**config.mk**
```make
export PLATFORM = sky130hd
export DESIGN_NAME = fft_input_loader_flat
export DESIGN_NICKNAME = d
export VERILOG_FILES = /design/src/rtl/fft_pkg.sv /design/src/rtl/fft_input_loader_if.sv /design/src/rtl/fft_bitrev.sv /design/src/rtl/fft_input_loader.sv /design/src/flat_wrapper.sv
export SDC_FILE = /design/constraint.sdc
export NUM_CORES = 1
export LEC_CHECK = 0
export CAP_MARGIN = 40
export CORE_UTILIZATION = 47
export DETAILED_ROUTE_END_ITERATION = 8
export PLACE_DENSITY = 0.79
export SLEW_MARGIN = 10
export SYNTH_ARGS = -nofsm -noshare
export SYNTH_HDL_FRONTEND = slang
export SYNTH_SLANG_ARGS = --single-unit
export TNS_END_PERCENT = 50
```
**constraint.sdc**
```tcl
create_clock -name clk -period 2.5 [get_ports clk]
set_input_delay 0.25 -clock clk [delete_from_list [all_inputs] [get_ports clk]]
set_output_delay 0.25 -clock clk [all_outputs]
set_load 0.005 [all_outputs]
```
**src/rtl/fft_pkg.sv**
```systemverilog
// Shared FFT datapath types: loader/core state encoding and
// the address bit-reverse helper used across the FFT stages.
package fft_pkg;

  typedef enum logic [1:0] {
    IDLE = 2'd0,
    LOAD = 2'd1,
    HOLD = 2'd2
  } state_t;

  function automatic logic [15:0] bitrev(
    input logic [15:0] x,
    input int          w
  );
    logic [15:0] y;
    y = '0;
    for (int i = 0; i < 16; i++) begin
      if (i < w) y[i] = x[w-1-i];
    end
    return y;
  endfunction

endpackage

```
**src/rtl/fft_input_loader_if.sv**
```systemverilog
// Sample stream into the FFT loader: valid/ready with a
// packed {real, imag} complex sample.
interface fft_input_loader_if #(
  parameter int W = 32
);
  logic         in_valid;
  logic [W-1:0] in_samp;
  logic         in_ready;

  modport master (
    output in_valid,
    output in_samp,
    input  in_ready
  );

  modport slave (
    input  in_valid,
    input  in_samp,
    output in_ready
  );
endinterface

```
**src/rtl/fft_bitrev.sv**
```systemverilog
// Combinational bit reversal of an FFT memory address.
// Pure wiring; no logic levels.
module fft_bitrev #(
  parameter int W = 5
) (
  input  logic [W-1:0] i_x,
  output logic [W-1:0] o_y
);
  for (genvar g = 0; g < W; g++) begin : g_rev
    assign o_y[g] = i_x[W-1-g];
  end
endmodule

```
**src/rtl/fft_input_loader.sv**
```systemverilog
// FFT front end: pairs streamed samples and writes them two at a
// time into working memory at bit-reversed addresses.
module fft_input_loader
  import fft_pkg::*;
#(
  parameter int N             = 32,
  parameter int word_size     = 16,
  parameter int address_width = $clog2(N)
) (
  input  logic                     clk,
  input  logic                     reset,
  input  logic                     en,
  fft_input_loader_if.slave        s_in,
  input  logic                     core_ack,
  output logic [address_width-1:0] out_addr1,
  output logic [address_width-1:0] out_addr2,
  output logic [2*word_size-1:0]   out_samp1,
  output logic [2*word_size-1:0]   out_samp2,
  output logic                     wr_en,
  output logic                     load_done,
  output logic                     busy
);
  localparam int AW = address_width;
  localparam int DW = 2 * word_size;
  localparam logic [AW-1:0] MSB = AW'(1) << (AW - 1);

  state_t          r_state;
  logic [AW-1:0]   r_count;
  logic [DW-1:0]   r_pair;
  logic            r_ack;
  logic            r_done_seen;

  logic            w_acc;
  logic            w_last;
  logic [AW-1:0]   w_base;
  logic [AW-1:0]   w_rev;

  assign s_in.in_ready = (r_state == LOAD);
  assign w_acc  = s_in.in_valid & s_in.in_ready;
  assign w_last = (r_count == AW'(N - 1));
  // even index of the current pair; its reverse has MSB clear
  assign w_base = {r_count[AW-1:1], 1'b0};

  fft_bitrev #(.W(AW)) u_rev (
    .i_x (w_base),
    .o_y (w_rev)
  );

  always_ff @(posedge clk) begin
    if (reset) begin
      r_state     <= IDLE;
      r_count     <= '0;
      r_pair      <= '0;
      r_ack       <= 1'b0;
      r_done_seen <= 1'b0;
      out_addr1   <= '0;
      out_addr2   <= '0;
      out_samp1   <= '0;
      out_samp2   <= '0;
      wr_en       <= 1'b0;
      load_done   <= 1'b0;
      busy        <= 1'b0;
    end else begin
      wr_en     <= 1'b0;
      load_done <= 1'b0;
      unique case (r_state)
        IDLE: begin
          if (en) begin
            r_state     <= LOAD;
            r_count     <= '0;
            r_ack       <= 1'b0;
            r_done_seen <= 1'b0;
            busy        <= 1'b1;
          end
        end
        LOAD: begin
          if (w_acc) begin
            if (!w_last) r_count <= r_count + AW'(1);
            if (!r_count[0]) begin
              r_pair <= s_in.in_samp;
            end else begin
              wr_en     <= 1'b1;
              out_addr1 <= w_rev;
              out_addr2 <= w_rev | MSB;
              out_samp1 <= r_pair;
              out_samp2 <= s_in.in_samp;
            end
            if (w_last) r_state <= HOLD;
          end
        end
        HOLD: begin
          // pulse lands one cycle after the final write
          load_done <= wr_en;
          if (load_done) r_done_seen <= 1'b1;
          if (core_ack) r_ack <= 1'b1;
          if ((core_ack | r_ack) &&
              (load_done | r_done_seen)) begin
            r_state <= IDLE;
            busy    <= 1'b0;
          end
        end
        default: r_state <= IDLE;
      endcase
    end
  end

endmodule
```
**src/flat_wrapper.sv**
```systemverilog
// flat-port wrapper written by rule: the top's interface ports become plain ports
module fft_input_loader_flat import fft_pkg::*;
#(
  parameter int N             = 32,
  parameter int word_size     = 16,
  parameter int address_width = $clog2(N)
)
  (clk, reset, en, core_ack, out_addr1, out_addr2, out_samp1, out_samp2, wr_en, load_done, busy, s_in_in_valid, s_in_in_samp, s_in_in_ready);
  fft_input_loader_if s_in_i ();
  input  logic clk;
  input  logic reset;
  input  logic en;
  input  logic core_ack;
  output logic [address_width-1:0] out_addr1;
  output logic [address_width-1:0] out_addr2;
  output logic [2*word_size-1:0] out_samp1;
  output logic [2*word_size-1:0] out_samp2;
  output logic wr_en;
  output logic load_done;
  output logic busy;
  input wire logic [$bits(s_in_i.in_valid)-1:0] s_in_in_valid;
  input wire logic [$bits(s_in_i.in_samp)-1:0] s_in_in_samp;
  output wire logic [$bits(s_in_i.in_ready)-1:0] s_in_in_ready;
  assign s_in_i.in_valid = s_in_in_valid;
  assign s_in_i.in_samp = s_in_in_samp;
  assign s_in_in_ready = s_in_i.in_ready;
  fft_input_loader #(.N(N), .word_size(word_size), .address_width(address_width)) u_core (.clk(clk), .reset(reset), .en(en), .s_in(s_in_i), .core_ack(core_ack), .out_addr1(out_addr1), .out_addr2(out_addr2), .out_samp1(out_samp1), .out_samp2(out_samp2), .wr_en(wr_en), .load_done(load_done), .busy(busy));
endmodule
```
==> results by stage <==
Floorplan:
- After floorplanning, the core was sized to cover 8380 um2.
- The die covers 9190 um2.
- Once the floorplan was initialized, standard cells occupied 49.4% of the core.
- The row count is 33.
- The x dimension of the die is 95.9 um.
- The number of primary I/O pins is 115.
- The die is 95.9 um tall.

Placement:
- The wire-length estimate of the detail-placed layout is 6.22 mm.
- After detailed placement, the design holds a cell count of 691.
- During placement, the flow inserted port buffers numbering 113.
- Timing analysis after detailed placement gives a worst setup slack of 514 ps.
- The congestion estimate from routability-driven global placement came to 0.813.
- After detailed placement, the total cell area comes to 5230 um2.

Finish:
- Fill cells in the final layout number 677.
- The number of nets in the layout is 644.
- The count of inserted antenna diode cells is 0.
- The final instance area is 5810 um2.
- The post-route core utilization is 69.3%.
- The sequential cells in the finished layout cover a total of 2260 um2.
- The fraction of final layout cells sized beyond drive strength 1 is 8.43%.
- The area added between synthesis and finish is 40.3%.
- Summing all multi-input logic gate instances after layout gives 1620 um2.
- After the flow finishes, the layout carries non-filler instances totaling 722.

Critical path:
- On the worst path, the slowest cell contributes a delay of 550 ps.
- The worst register-to-register path begins at u_core.r_count[0].
- STA classifies the critical path endpoint as an output pin.
- The critical path data arrival time is 1910 ps.
- The sort of element at the start of the critical path is a register.
- The critical path goes through nor2b_4, clkdlybuf4s50_1.
- The worst setup path is of the register to output pin kind.
- The highest-delay cell along the critical path is sky130_fd_sc_hd__clkdlybuf4s50_1.
- The gate family responsible for the most delay along the worst path is buffers and inverters.
- Measured in cells, the most critical reg-to-reg path has a length of 7.
- The register-to-register setup slack is 500 ps.
- The data required time of the worst path is 2250 ps.
- The critical path crosses 2 cells after its start point.
- The launch point of the worst path is u_core.r_state[0].
- The number of buffers and inverters on the critical path is 1.
- Of all nets on the critical path, the largest fanout is 11.

Detailed routing:
- In this run the remaining antenna-violating nets after routing total 0.
- The total number of vias is 3700.
- Dividing the detail-routed wire length by the instance count gives 13.7 um.
- In the routed design, unresolved DRC markers number 0.
- After detailed routing, the total wire length is 9.88 mm.
- Using the TritonRoute via totals, the vias-per-cell ratio works out to 5.12.
- The first routing iteration left 126 violations.
- For this run, the detailed router's first-pass iteration total came to 6.

STA:
- Based on the critical path, the design can be clocked at up to 463 MHz.
- The number of endpoints with negative hold slack in the final report was 0.
- The worst path meets setup with 338 ps of slack.
- The worst path needs 2160 ps of the cycle, external delays included.
- The setup-violating endpoint count in the final report is 0.
- The smallest hold slack is 237 ps.
- The worst pin sits at a relative slew slack of 61.8%.
- For the final database, setup skew stands at 7.44 ps.
- At the pin with the least slew margin, the transition time is 574 ps.
- Of the available clock period, the critical path in the final layout requires 86.5%.
- After routing, the total negative slack on setup checks comes to 0 ps.
- Setup repair after global routing left no endpoint under its margin.
- The number of max-slew violations in the final report is 0.

Power:
- Combinational cells account for 4.9% of the total power.
- Net switching is 21.1% of the power.
- The clock group share of total power is 52.8%.
- The power share of the sequential group is 42.3%.
- The overall power of the completed layout is 4.39 mW.
- The total internal power is 3.47 mW.
- The leakage power figure is 1.99 nW.
- The net switching power of the design is 924 uW.
- Power spread over the standard cell area amounts to 756 nW/um2.
- VDD sags by at most 498 uV.

GRT:
- The number of global-route vias before repair came to 3521.
- The wire length of the first global-routing pass is 16.0 mm.
- For this run, the total global-route usage over all layers was measured as 22.9%.
- The initial antenna violation count is 0.
- After global routing the overflow that remains totals 0.
- The maximum number of pins on one net before global-route repair is 60.

Min path:
- The number of cells traversed by the worst hold path is 2.
- The path type of the worst min-delay path is primary input to register.
- The start point of the worst hold path is reset.

Logic synthesis:
- The cell accounting for the most synthesized area is sky130_fd_sc_hd__dfxtp_1.
- The average instance in the mapped netlist occupies 8.13 um2.
- Among all flip-flop cells after synthesis, the most frequent one is sky130_fd_sc_hd__dfxtp_1.
- After synthesis, the cell types taking the most area are sky130_fd_sc_hd__dfxtp_1 (55%), sky130_fd_sc_hd__nand2_1 (18%), sky130_fd_sc_hd__a21oi_1 (12%).
- The proportion of synthesized chip area in sequential cells is 54.6%.
- When the netlist entered floorplanning its net count stood at 548.
- For this run, the number of Yosys warnings is 0.
- The share of flip-flops with an asynchronous set or reset after synthesis is 0%.
- In this run the biggest area consumer among cell types represents 54.6% of the synthesized area.
- Yosys mapped a number of flops with a built-in enable equal to 0.
- Counting flops and latches in the post-synthesis netlist gives 113.
- The number of unique standard cell types used by synthesis is 35.
- The count of mapped cells out of synthesis is 509.
- The netlist area before placement is 4140 um2.

CTS:
- The tree is rooted in a sky130_fd_sc_hd__clkbuf_8.
- The later pin in the worst-skew pair is clocked with a latency of 500 ps.
- After clock tree synthesis, the repair step resized 0 gates.
- The clock-pin slew reported for the worst setup and hold paths after clock tree synthesis is 50 ps.
- The number of sinks on the clock net is 113.
- TritonCTS built the clock tree.
- The number of buffers on the longest clock path is 2.
- Counting the buffers created by CTS gives 17.
- The buffer count from post-CTS setup fixing is 0.
- In this run, post-CTS hold repair placed 0 buffers.
- In this run the number of H-tree levels came out at 4.

Run:
- The max-cap violation count is 0.

Run status:
- The run finished with clean final reports.
==> power by group through the flow <==
| stage | registers (mW) | clock network, mW | logic [mW] |
|---|---|---|---|
| after floorplan | 1.88 | 0 | 0.112 |
| final | 1.85 | 2.32 | 0.215 |
| after global routing | 1.86 | 2.45 | 0.236 |
| after CTS | 1.85 | 2.35 | 0.216 |
| after global placement | 1.89 | 0 | 0.212 |
| after detailed placement | 1.89 | 0 | 0.214 |
==> layer usage <==
layer,track usage [%],up-vias,wire length [um]
met5,0,-,0
met4,7.46,0,85
met3,9.32,8,672
met2,39.7,98,4950
met1,25.5,1759,4170
li1,-,1835,-
==> state kept, by name, indices dropped and copies added, names as in the netlist <==
name	flops
u_core.r_done_seen	1
u_core.out_samp1	32
u_core.r_pair	32
u_core.out_addr2	5
u_core.r_state	2
u_core.r_ack	1
u_core.busy	1
u_core.r_count	5
u_core.out_samp2	32
u_core.load_done	1
u_core.wr_en	1
==> logic make-up (layout without fill, tap and decap cells) <==
family | Yosys count | after routing | synth area share, %
adder cells (fa/ha/maj) | 2 | 2 | 0.604
flip-flops | 113 | 113 | 54.6
AO/OA/AOI/OAI | 119 | 119 | 16.0
buffers and inverters | 45 | 153 | 6.20
multiplexers | 1 | 1 | 0.272
AND/OR/NAND/NOR | 228 | 228 | 22.2
other | 1 | 1 | 0.0906
==> area by class of cell <==
class	count	share of cell area (%)
tap	105	2.26
clock inverter	11	2.39
multi-input combinational	351	27.9
timing repair buffer	121	20.9
sequential	113	38.9
clock buffer	20	7.50
inverter	1	0.0646
==> path summary, 6_finish.rpt <==
| check | end |
|---|---|
| hold / removal | u_core.r_pair[2] |
| hold reg to reg | u_core.out_samp1[7] |
| setup / recovery | s_in_in_ready |
| setup reg to reg | u_core.r_count[0] |
==> layout by cell type, fill, tap and decap left out, types with 4 or more instances in the layout <==
| master | instances |
|---|---|
| sky130_fd_sc_hd__nand2_1 | 202 |
| sky130_fd_sc_hd__dfxtp_1 | 113 |
| sky130_fd_sc_hd__clkdlybuf4s50_1 | 112 |
| sky130_fd_sc_hd__a21oi_1 | 96 |
| sky130_fd_sc_hd__clkbuf_16 | 16 |
| sky130_fd_sc_hd__a21oi_2 | 10 |
| sky130_fd_sc_hd__nor2_1 | 9 |
| sky130_fd_sc_hd__buf_4 | 7 |
| sky130_fd_sc_hd__clkinv_2 | 5 |
| sky130_fd_sc_hd__nor2b_1 | 4 |
==> cells in the mapped netlist, types with 2 or more instances <==
| master | n |
|---|---|
| sky130_fd_sc_hd__nand3b_1 | 3 |
| sky130_fd_sc_hd__buf_8 | 2 |
| sky130_fd_sc_hd__buf_1 | 2 |
| sky130_fd_sc_hd__clkbuf_1 | 20 |
| sky130_fd_sc_hd__nand2_1 | 202 |
| sky130_fd_sc_hd__and3_1 | 2 |
| sky130_fd_sc_hd__buf_6 | 2 |
| sky130_fd_sc_hd__dfxtp_1 | 113 |
| sky130_fd_sc_hd__a21oi_1 | 96 |
| sky130_fd_sc_hd__nor2b_1 | 4 |
| sky130_fd_sc_hd__a21oi_2 | 10 |
| sky130_fd_sc_hd__ha_1 | 2 |
| sky130_fd_sc_hd__nor2_1 | 9 |
| sky130_fd_sc_hd__buf_4 | 11 |
| sky130_fd_sc_hd__o21ai_0 | 3 |
| sky130_fd_sc_hd__a22oi_1 | 3 |
| sky130_fd_sc_hd__buf_2 | 7 |
Note: power is estimated with default switching activity, not from simulation.
